<file path="config.mk">
export PLATFORM = sky130hd
export DESIGN_NAME = rf_wb_arbiter
export DESIGN_NICKNAME = d
export VERILOG_FILES = /design/src/rtl/rf_wb_arbiter.sv
export SDC_FILE = /design/constraint.sdc
export NUM_CORES = 1
export LEC_CHECK = 0
export CAP_MARGIN = 30
export CORE_MARGIN = 1
export CORE_UTILIZATION = 38
export CTS_CLUSTER_DIAMETER = 60
export DETAILED_ROUTE_END_ITERATION = 12
export HOLD_SLACK_MARGIN = 0.1
export PLACE_DENSITY_LB_ADDON = 0.05
export SETUP_SLACK_MARGIN = 0.4
export SYNTH_ARGS = -nofsm -noshare
export SYNTH_HDL_FRONTEND = slang
export SYNTH_SLANG_ARGS = --single-unit
</file>
<file path="constraint.sdc">
create_clock -name clk -period 1.3 [get_ports clk]
set_input_delay 0.195 -clock clk [delete_from_list [all_inputs] [get_ports clk]]
set_output_delay 0.195 -clock clk [all_outputs]
set_load 0.03 [all_outputs]
</file>
<file path="src/rtl/rf_wb_arbiter.sv">
// rf_wb_arbiter: two-producer write-port arbiter and pending scoreboard for
// the 4 x 8-bit register file.
//
// The ALU writeback and the input/load path share one registered write port
// through round-robin arbitration. The decode stage reserves destinations at
// issue, and operand reads stall on `hazard` until the reserved write lands.
//
// Optional feature: define RF_ARB_BYPASS_EN so that `hazard` ignores the
// register being written in the current rf_we cycle. This releases the stall
// one cycle earlier, and decode must then sample operands after the falling
// edge of that cycle.
module rf_wb_arbiter #(
    parameter int unsigned DATA_W = 8,
    parameter int unsigned AW     = 2
) (
    input  logic                clk,
    input  logic                rst,

    input  logic                alu_valid,
    output logic                alu_ready,
    input  logic [AW-1:0]       alu_wb,
    input  logic [DATA_W-1:0]   alu_data,

    input  logic                in_valid,
    output logic                in_ready,
    input  logic [AW-1:0]       in_wb,
    input  logic [DATA_W-1:0]   in_data,

    input  logic                rsv_valid,
    output logic                rsv_ready,
    input  logic [AW-1:0]       rsv_wb,

    input  logic [AW-1:0]       ra,
    input  logic [AW-1:0]       rb,
    output logic                hazard,

    output logic                rf_we,
    output logic [AW-1:0]       rf_wb,
    output logic [DATA_W-1:0]   rf_data,
    output logic [(2**AW)-1:0]  pending
);

    localparam int unsigned NREG = 2**AW;

    // Requester encoding for the round-robin pointer.
    localparam logic PTR_ALU = 1'b0;
    localparam logic PTR_IN  = 1'b1;

    // Payload carried by the write stage.
    typedef struct packed {
        logic [AW-1:0]     wb;
        logic [DATA_W-1:0] data;
    } wr_payload_t;

    // State registers.
    logic              ptr_q;
    logic              ptr_d;
    logic              rf_we_q;
    logic              rf_we_d;
    wr_payload_t       wr_q;
    wr_payload_t       wr_d;
    logic [NREG-1:0]   pending_q;
    logic [NREG-1:0]   pending_d;

    // Combinational handshake terms.
    logic              alu_gnt_c;
    logic              in_gnt_c;
    logic              alu_xfer_c;
    logic              in_xfer_c;
    logic              rsv_ready_c;
    logic              rsv_xfer_c;
    logic [NREG-1:0]   pend_view_c;

    // Grant: a lone requester wins; on contention the pointer decides.
    always_comb begin
        alu_gnt_c = 1'b0;
        in_gnt_c  = 1'b0;
        if (alu_valid && in_valid) begin
            alu_gnt_c = (ptr_q == PTR_ALU);
            in_gnt_c  = (ptr_q == PTR_IN);
        end else begin
            alu_gnt_c = alu_valid;
            in_gnt_c  = in_valid;
        end
    end

    // A transfer is valid && ready at the rising edge.
    always_comb begin
        alu_xfer_c = alu_valid && alu_gnt_c;
        in_xfer_c  = in_valid && in_gnt_c;
    end

    // Pointer moves to the requester that did not win; idle cycles hold it.
    always_comb begin
        ptr_d = ptr_q;
        if (alu_xfer_c) begin
            ptr_d = PTR_IN;
        end else if (in_xfer_c) begin
            ptr_d = PTR_ALU;
        end
    end

    // Write stage: load the winner's payload, otherwise hold it with rf_we low.
    always_comb begin
        rf_we_d = 1'b0;
        wr_d    = wr_q;
        if (alu_xfer_c) begin
            rf_we_d    = 1'b1;
            wr_d.wb    = alu_wb;
            wr_d.data  = alu_data;
        end else if (in_xfer_c) begin
            rf_we_d    = 1'b1;
            wr_d.wb    = in_wb;
            wr_d.data  = in_data;
        end
    end

    // A reservation is only accepted on a register that is not already pending.
    always_comb begin
        rsv_ready_c = !pending_q[rsv_wb];
        rsv_xfer_c  = rsv_valid && rsv_ready_c;
    end

    // Scoreboard update: the landing write clears first, a new reservation
    // then sets, so a set on the same register wins (the write was the older one).
    always_comb begin
        pending_d = pending_q;
        if (rf_we_q) begin
            pending_d[wr_q.wb] = 1'b0;
        end
        if (rsv_xfer_c) begin
            pending_d[rsv_wb] = 1'b1;
        end
    end

    // Scoreboard as seen by the hazard check.
    always_comb begin
        pend_view_c = pending_q;
`ifdef RF_ARB_BYPASS_EN
        if (rf_we_q) begin
            pend_view_c[wr_q.wb] = 1'b0;
        end
`endif
    end

    // All state clears asynchronously so an in-flight write is dropped at once.
    always_ff @(posedge clk or posedge rst) begin
        if (rst) begin
            ptr_q     <= PTR_ALU;
            rf_we_q   <= 1'b0;
            wr_q      <= '0;
            pending_q <= '0;
        end else begin
            ptr_q     <= ptr_d;
            rf_we_q   <= rf_we_d;
            wr_q      <= wr_d;
            pending_q <= pending_d;
        end
    end

    // Output mapping.
    assign alu_ready = alu_gnt_c;
    assign in_ready  = in_gnt_c;
    assign rsv_ready = rsv_ready_c;
    assign hazard    = pend_view_c[ra] | pend_view_c[rb];
    assign rf_we     = rf_we_q;
    assign rf_wb     = wr_q.wb;
    assign rf_data   = wr_q.data;
    assign pending   = pending_q;

endmodule
</file>
After elaboration in Yosys (flattened, before gate mapping)
Index checks and enable logic that the tools add are counted.
{"block": "word_totals", "regBits": 16, "inputBits": 31, "output_inout_bits": 19, "elab_cells": 44}
{"block": "classes", "n_lt_le_gt_ge": 6, "muxes": 20, "bitwise": 5, "n_reduce_logical": 8}
{"op": "$mux W10", "n": 2}
{"op": "$lt A2 B3 Y1 const B", "n": 4}
{"op": "$mux W1", "n": 11}
{"op": "$mux W4", "n": 2}
{"op": "$bmux W1 S2", "n": 3}
{"op": "$logic_and A1 B1 Y1", "n": 6}
{"op": "$and A4 B4 Y4", "n": 1}
{"op": "$demux W1 S2", "n": 2}
{"op": "$ge A2 B1 Y1 const B", "n": 2}
{"op": "$not A4 Y4", "n": 1}
{"op": "$or A4 B4 Y4", "n": 1}
{"op": "$reduce_bool A2 Y1", "n": 1}
{"op": "$logic_not A1 Y1", "n": 1}
{"op": "$not A1 Y1", "n": 1}
{"op": "$or A1 B1 Y1", "n": 1}

Logic depth before layout (Yosys ltp)
Gate-level depths: netlist of the first run.
{"block": "depth", "word_depth": 9, "ltp_mapped": 5, "ltp_nobuf": 3}

Worst setup path before layout of the first run
OpenSTA, ideal clock, no wires.
{"block": "synth_timing", "kind": "flip-flop to output port", "from": "register pending_q[3] (netlist: pending[3])", "to": "output rsv_ready", "arrival_ps": 1202, "t_required_ps": 1105, "setup_slack_ps": -97, "path_stages_with_launch": 3, "path_buffers": 0, "path_cell_list": "dfrtp_1 -> mux4_2 -> inv_1"}
{"block": "synth_between", "elab_chain_len": 3}
{"element": "start: declaration", "line": "62", "rtl": "logic [NREG-1:0] pending_q;"}
{"element": "start signal: assignment", "line": "157", "rtl": "pending_q <= pending_d;"}
{"element": "$bmux W1 S2", "line": "120", "rtl": "rsv_ready_c = !pending_q[rsv_wb];"}
{"element": "$mux W1 (not written as such)", "line": "120"}
{"element": "$logic_not A1 Y1", "line": "120"}
{"element": "end: declaration", "line": "30", "rtl": "output logic rsv_ready,"}
Every way passes these cells. The select of a mux whose other input is x is not followed.

Worst setup path in the final report of the first run
{"block": "layout_timing", "from": "register pending_q[1] (netlist: pending[1])", "to": "output rsv_ready"}
The elaborated chain is that of the path after synthesis.

==> results of run 1 <==
-- power by group through the flow --
stage               registers (mW)  logic, mW  clock network, mW
finish                       0.682       1.56              0.327
global route                 0.691       1.63              0.356
CTS                          0.678       1.35              0.333
detailed placement           0.699       1.03                  0
global placement             0.697       1.01                  0
floorplan                    0.884      0.349                  0
-- cells in the mapped netlist --
library cell | instances | area [um2]
sky130_fd_sc_hd__o41ai_1 | 2 | 17.5
sky130_fd_sc_hd__o211ai_2 | 1 | 12.5
sky130_fd_sc_hd__nand2_2 | 1 | 6.26
sky130_fd_sc_hd__a211o_1 | 1 | 8.76
sky130_fd_sc_hd__nand2_1 | 10 | 37.5
sky130_fd_sc_hd__or2_2 | 1 | 6.26
sky130_fd_sc_hd__nor2b_1 | 7 | 43.8
sky130_fd_sc_hd__buf_12 | 1 | 20.0
sky130_fd_sc_hd__o22ai_1 | 1 | 6.26
sky130_fd_sc_hd__o221a_1 | 9 | 101
sky130_fd_sc_hd__nand2b_4 | 1 | 13.8
sky130_fd_sc_hd__a21boi_0 | 1 | 7.51
sky130_fd_sc_hd__inv_1 | 7 | 26.3
sky130_fd_sc_hd__inv_2 | 1 | 3.75
sky130_fd_sc_hd__dfrtp_1 | 16 | 400
sky130_fd_sc_hd__o21ai_0 | 5 | 25.0
sky130_fd_sc_hd__a22o_1 | 1 | 8.76
sky130_fd_sc_hd__a41oi_1 | 2 | 17.5
sky130_fd_sc_hd__mux2i_1 | 6 | 60.1
sky130_fd_sc_hd__nand2b_1 | 1 | 6.26
sky130_fd_sc_hd__a31oi_1 | 2 | 12.5
sky130_fd_sc_hd__nand4_1 | 1 | 6.26
sky130_fd_sc_hd__mux4_2 | 1 | 22.5
sky130_fd_sc_hd__o221a_2 | 1 | 11.3
sky130_fd_sc_hd__a211o_2 | 2 | 20.0
sky130_fd_sc_hd__buf_6 | 2 | 22.5
sky130_fd_sc_hd__buf_2 | 1 | 5.00
-- state kept, by name, summed over array words and instances, names as in the netlist --
name	cells
rf_we	1
pending	4
rf_wb	2
ptr_q	1
rf_data	8
-- layout make-up --
class	instances	share of cell area
repair buffers	85	0.443
multi-input cells	57	0.287
flip-flops and latches	16	0.213
clock buffers	4	0.0188
inverters	8	0.0188
well taps	28	0.0182
-- cells in the final DEF (no fill, tap or decap), types with 2 or more instances in the layout --
| master | count |
|---|---|
| sky130_fd_sc_hd__a211o_2 | 2 |
| sky130_fd_sc_hd__buf_4 | 16 |
| sky130_fd_sc_hd__buf_6 | 39 |
| sky130_fd_sc_hd__clkbuf_4 | 3 |
| sky130_fd_sc_hd__clkdlybuf4s50_1 | 25 |
| sky130_fd_sc_hd__dfrtp_1 | 7 |
| sky130_fd_sc_hd__dfrtp_2 | 9 |
| sky130_fd_sc_hd__dlygate4sd2_1 | 4 |
| sky130_fd_sc_hd__inv_1 | 4 |
| sky130_fd_sc_hd__inv_2 | 2 |
| sky130_fd_sc_hd__mux2i_1 | 6 |
| sky130_fd_sc_hd__nand2_1 | 9 |
| sky130_fd_sc_hd__nand2b_4 | 2 |
| sky130_fd_sc_hd__nor2b_1 | 7 |
| sky130_fd_sc_hd__o21ai_2 | 2 |
| sky130_fd_sc_hd__o221a_1 | 9 |
-- worst reg2reg max path, stage by stage (launching register included) --
cell	delay [ns]
sky130_fd_sc_hd__dfrtp_2	0.42
sky130_fd_sc_hd__buf_4	0.13
sky130_fd_sc_hd__buf_4	0.12
sky130_fd_sc_hd__buf_6	0.12
sky130_fd_sc_hd__buf_4	0.12
sky130_fd_sc_hd__buf_4	0.12
sky130_fd_sc_hd__a31oi_1	0.14
sky130_fd_sc_hd__a41oi_1	0.06
-- cell families after synthesis --
family          share of synthesized area
simple gates                        0.129
buf+inv                            0.0834
compound gates                      0.268
mux                                0.0888
flops                               0.431
-- through the flow --
step,hold WS [ns],worst slack (ns),std cells,util
finish,0.222,-0.280,198,0.855
global route,0.235,-0.331,198,0.855
CTS,0.222,-0.282,191,0.812
detailed placement,0.509,-0.346,177,0.699
global placement,0.501,-0.328,177,0.699
floorplan,0.108,0.00695,85,-
-- path summary, 6_finish.rpt --
path	start	to	slack (ns)	depth (start not counted)
max	pending[1]	rsv_ready	-0.28	3
min	rst	rf_data[0]	0.22	3
max reg2reg	pending[3]	pending[3]	-0.05	7
min reg2reg	ptr_q	ptr_q	0.66	3
max in group asynchronous	rst	rf_wb[1]	0.88	3
min in group clk	rsv_wb[0]	pending[2]	0.46	3
-- what timing repair did --
| item | in CTS | in global routing |
|---|---|---|
| gates resized for setup | 142 | 9 |
| hold buffers | 0 | 0 |
| setup endpoints to repair | 35 | 34 |
| pin swaps | 7 | 4 |
| buffers inserted | 10 | 7 |
-- routing by layer --
layer  wire length [um]  part of all wire  global-route usage
met5                  0                 0                   0
met4                 99             0.032               0.104
met3                 86             0.028              0.0387
met2               1670              0.55               0.433
met1               1200              0.39               0.279
==> results.md, run 1 <==
| Quantity | This run | Unit |
|---|---|---|
| Remaining antenna violation count after routing | 0 | - |
| Net switching power of the design | 0.934 | mW |
| Violated checks | negative setup slack | - |
| Number of input and output port buffers inserted | 49 | - |
| Number of top-level pins | 50 | - |
| Maximum clock frequency | 0.633 | GHz |
| Post-synthesis area per instance | 10.9 | um2 |
| Site Rows | 17 | - |
| Via count of the first global-routing pass | 1016 | - |
| Maximum ir drop on the vdd rail | 1.14 | mV |
| Category of cells accounting for the largest share of critical-path delay | multiplexers | - |
| Sequential Area | 412 | um2 |
| GR Util All Layers | 0.241 | - |
| Instance count of the mapped netlist | 85 | - |
| Clk network pwr share | 0.127 | - |
| Clock insertion delay at the later pin of the skew report | 0.28 | ns |
| Die Outline Area | 2650 | um2 |
| Ordered list of cells on the worst path | mux4_2 > inv_4 > buf_6 | - |
| Placed wire-length estimate | 1.90 | mm |
| Final setup violation count | 5 | - |
| Slowest cell on the critical path | sky130_fd_sc_hd__mux4_2 | - |
| CTS Sinks | 16 | - |
| Critical path peak fanout | 3 | - |
| Horizontal extent of the die | 51.5 | um |
| Startpoint-to-endpoint class of the critical path | reg2out | - |
| Clock tree from TritonCTS | yes | - |
| Transition time at the pin with the least slew margin | 0.260 | ns |
| Synth Warn # | 0 | - |
| Syn-to-layout area delta | 107 | % |
| Unique masters post-synth | 27 | - |
| Antenna violations before repair | 0 | - |
| Total power per unit cell area | 1330 | nW/um2 |
| Worst endpoint required time | 1.11 | ns |
| Vias per cell | 5.19 | - |
| Power share of the combinational group | 0.607 | - |
| Antenna diode instance count | 0 | - |
| Relative slew slack | 0.826 | - |
| Setup repair after global routing missed its margin | yes | - |
| Number of fill cells in the layout | 104 | - |
| Final GP Congestion | 0.690 | - |
| First-pass detailed-route iteration total | 4 | - |
| Arrival time of data at the critical path endpoint | 1.38 | ns |
| Element type at the critical path end | output port | - |
| Root Driver | sky130_fd_sc_hd__clkbuf_4 | - |
| Power, Total | 2.56 | mW |
| Total area of multi-input combinational cells | 554 | um2 |
| Maximum number of pins on one net before global-route repair | 17 | - |
| Total length of routed wires | 3.05 | mm |
| Post-route minimum period | 1.58 | ns |
| CTS Buf Count | 3 | - |
| Max Slew Vio Count | 0 | - |
| Placement-stage cell area | 1580 | um2 |
| Worst min-delay path class | in2async | - |
| Chip Height | 51.5 | um |
| Cell area after synthesis | 930 | um2 |
| Static leakage | 0.867 | nW |
| Stage delay of the slowest cell on the critical path | 0.49 | ns |
| Final non-filler cell area | 1930 | um2 |
| Relative contribution of sequential cells to total power | 0.266 | - |
| Starting DRT DRC Count | 6 | - |
| Clock tree buffer depth | 2 | - |
| Result of the run | complete, but fails checks | - |
| CP Launch Type | register | - |
| Total via count after detailed routing | 1028 | - |
| Clock edge transition at the registers on the reported setup and hold paths | 0.10 | ns |
| Share of the cycle needed by the critical path after routing | 1.22 | - |
| Hold Vio Cnt, Final | 0 | - |
| Number of buffer and inverter stages on the critical path | 2 | - |
| H-tree depth | 1 | - |
| Starting utilization of the core area | 0.412 | - |
| Synthesized Nets | 116 | - |
| Final Net Count | 202 | - |
| Drt wl/cell | 15.4 | um |
| Share of synthesized area occupied by flip-flops and latches | 0.431 | - |
| P_int | 1.63 | mW |
| Grt ovf | 0 | - |
| Register bit count reported by yosys | 16 | - |
| Fraction of power spent switching nets | 0.364 | - |
| Final setup slack of the worst path | -0.280 | ns |
| Wire length of the first global-routing pass | 4.64 | mm |
| DRC violations left | 0 | - |
| Layout cell share with drive strength beyond 1 | 0.529 | - |
| Core area | 2250 | um2 |
| Clock tree skew after final layout | 0.00111 | ns |
| Accumulated negative setup slack | -0.709 | ns |
| Max Cap Violations | 0 | - |
Power figures use the tool's default switching activity.
==> run 2: changes to the inputs <==
--- a/config.mk
+++ b/config.mk
@@ -6,7 +6,6 @@
 export NUM_CORES = 1
 export LEC_CHECK = 0
 export CAP_MARGIN = 30
-export CORE_MARGIN = 1
 export CORE_UTILIZATION = 38
 export CTS_CLUSTER_DIAMETER = 60
 export DETAILED_ROUTE_END_ITERATION = 12
==> results of run 2 <==
Final layout, timing and power as in run 1 (identical DEF).
==> edit: new RTL, settings of run 1 <==
Build with the macro `RF_ARB_BYPASS_EN` defined.
--- a/src/rtl/rf_wb_arbiter.sv
+++ b/src/rtl/rf_wb_arbiter.sv
@@ -10,4 +10,6 @@
 // one cycle earlier, and decode must then sample operands after the falling
 // edge of that cycle.
+`define RF_ARB_BYPASS_EN
+
 module rf_wb_arbiter #(
     parameter int unsigned DATA_W = 8,
Check against the original RTL: not equivalent (Yosys sat finds a counterexample within 4 cycles, from zero or initial values and one cycle with rst high).
==> edit against run 1 <==
The flow still finishes with violations (negative setup slack). Combinational power rose by 4%. Power increased by 4.6%. Synthesized area increased by 2.8%. Highest routed layer unchanged. Routed wire length increased by 28%. Sequential cell count did not move. Worst setup slack worse by 0.68 ns. Via count increased by 14%. Design area is 5.5% higher.
==> edit: results (changes against run 1) <==
Root Driver clkbuf_4; Port Buffer Count 49 (unchanged); CTS clock-pin slew for the worst setup and hold paths 0.10 ns (about the same); Worst IR Drop VDD 1020 uV (-10%); Mapped Nets 130 (+12%); final setup fails 6 (+1); Nets 209 (+3.5%); sequential area share after synthesis 0.419 (-0.0118); DP Cell Count 194 (+9.6%); Post-synth top flop dfrtp_1; post-synthesis cell count 99 (+16%); top cells by area, synth dfrtp_1, mux2_2, nor2_1; largest net degree at the start of global routing 17 (unchanged); first-pass GRT wire length 5400 um (+16%); setup total negative slack -1.65 ns (-0.943 ns); CTS H-Tree Depth 1 (unchanged); Crit-path slowest cell mux4_2; DRT Pass-1 Iters 5 (+1); Max-Slew Margin vs Limit 0.813 (-0.0133); failing checks negative setup slack; Fin Clk Skew 0.00480 ns (+0.00369 ns); R2R Path End rf_wb[0]; hold crit path type in2async; P_leak 0.885 nW (+2.1%); status finished with violations; final worst setup slack -0.961 ns (-0.681 ns); RePlAce Congestion 0.779 (+13%); Max FO, Critical Path 3 (unchanged); layout cells sized above 1 0.627 (+0.0977); ys async rst share 1.00 (unchanged); DRT iter0 DRCs 20 (+14); via count 1,174 (+14%); crit path DAT 2.07 ns (+0.69 ns); Clock Latency Late Sink 0.30 ns (+0.02 ns); library cells used by synthesis 27 (unchanged); initial antenna violation count 0 (unchanged); Total GRT Usage 0.283 (+0.0411); Ys Warns 0 (unchanged); Worst R2R Start rf_wb[0]; Post-synth top cells nor2_1, dfrtp_1, o22ai_1; post-DP HPWL 2420 um (+27%); vias per cell 5.73 (+10%); TritonCTS Buffers 3 (unchanged); Max Buffers Root-to-Sink 2 (unchanged); WHS 0.216 ns (-0.00570 ns); Largest register FFs 8 (unchanged); R2R Setup Slk 0.04 ns (+0.09 ns); Critical Path Max Stage Delay 0.52 ns (+0.03 ns); reg2reg path depth 5 (-2); routed len/inst 19.0 um (+24%); Ant. Diodes 0 (unchanged)
edit: cell types whose count changed in the layout (fill, tap and decap cells not counted), moves of 7 or more:
cell     before  now
mux2_4        0    9
nor2_1        0    9
nor2_4        0    7
nor2b_1       7    0
o221a_1       9    0
o22ai_1       1   10
edit: cells by family (layout without fill, tap and decap cells):
logic type	count (synthesis)	in the layout	share of synthesized area
AND/OR/NAND/NOR	29	29	0.123
flip-flops	16	16	0.419
buffers and inverters	12	90	0.0471
multiplexers	13	13	0.192
AO/OA/AOI/OAI	29	29	0.219
edit: where the power goes:
group / switching [mW] / internal, mW
clock: 0.172 / 0.171
combinational: 0.789 / 0.829
sequential: 0.106 / 0.615
edit: worst max-delay path by stage:
stage / from / endpoint / slack, ns / cells after the start
2_1_floorplan: pending[3] / hazard / -0.56 / 4
3_3_place_gp: ra[0] / hazard / -1.37 / 6
3_5_place_dp: ra[0] / hazard / -1.43 / 6
4_1_cts: pending[3] / hazard / -0.88 / 5
5_1_grt: pending[3] / hazard / -0.99 / 5
6_report: pending[3] / hazard / -0.96 / 5
edit: metrics by stage:
step                      setup slack, ns  instance area [um2]
after detailed placement            -1.43                 1700
after global routing               -0.989                 2030
after floorplan                    -0.560                 1050
after CTS                          -0.884                 1950
final                              -0.961                 2030
after global placement              -1.37                 1700
edit: critical path, delay by kind of cell (launching register included):
family	cells	cell delay (ns)
AOI/OAI and AO/OA	3	0.67
muxes	1	0.52
DFF	1	0.44
buffers and inverters	1	0.14
edit: per-layer routing:
| metal | wire length [um] | part of all wire | vias to the layer above | GRT usage |
|---|---|---|---|---|
| met1 | 1470 | 0.38 | 586 | 0.311 |
| li1 | - | - | 524 | - |
| met2 | 2160 | 0.55 | 52 | 0.547 |
| met4 | 99 | 0.025 | 0 | 0.0658 |
| met3 | 175 | 0.045 | 12 | 0.0556 |
| met5 | 0 | 0 | - | 0 |
edit: timing repair:
item                                    CTS  global route
endpoints found under the setup margin   35            35
pin swaps                                 6             4
gates cloned                              0             0
buffers inserted                          6             1
resized for setup                       121            17
edit: cell type report:
| class | instances | area [um2] |
|---|---|---|
| multi-input cells | 71 | 691 |
| flip-flops and latches | 16 | 419 |
| fillers | 100 | 263 |
| well taps | 28 | 35.0 |
| repair buffers | 78 | 813 |
| clock buffers | 4 | 36.3 |
| inverters | 8 | 40.0 |
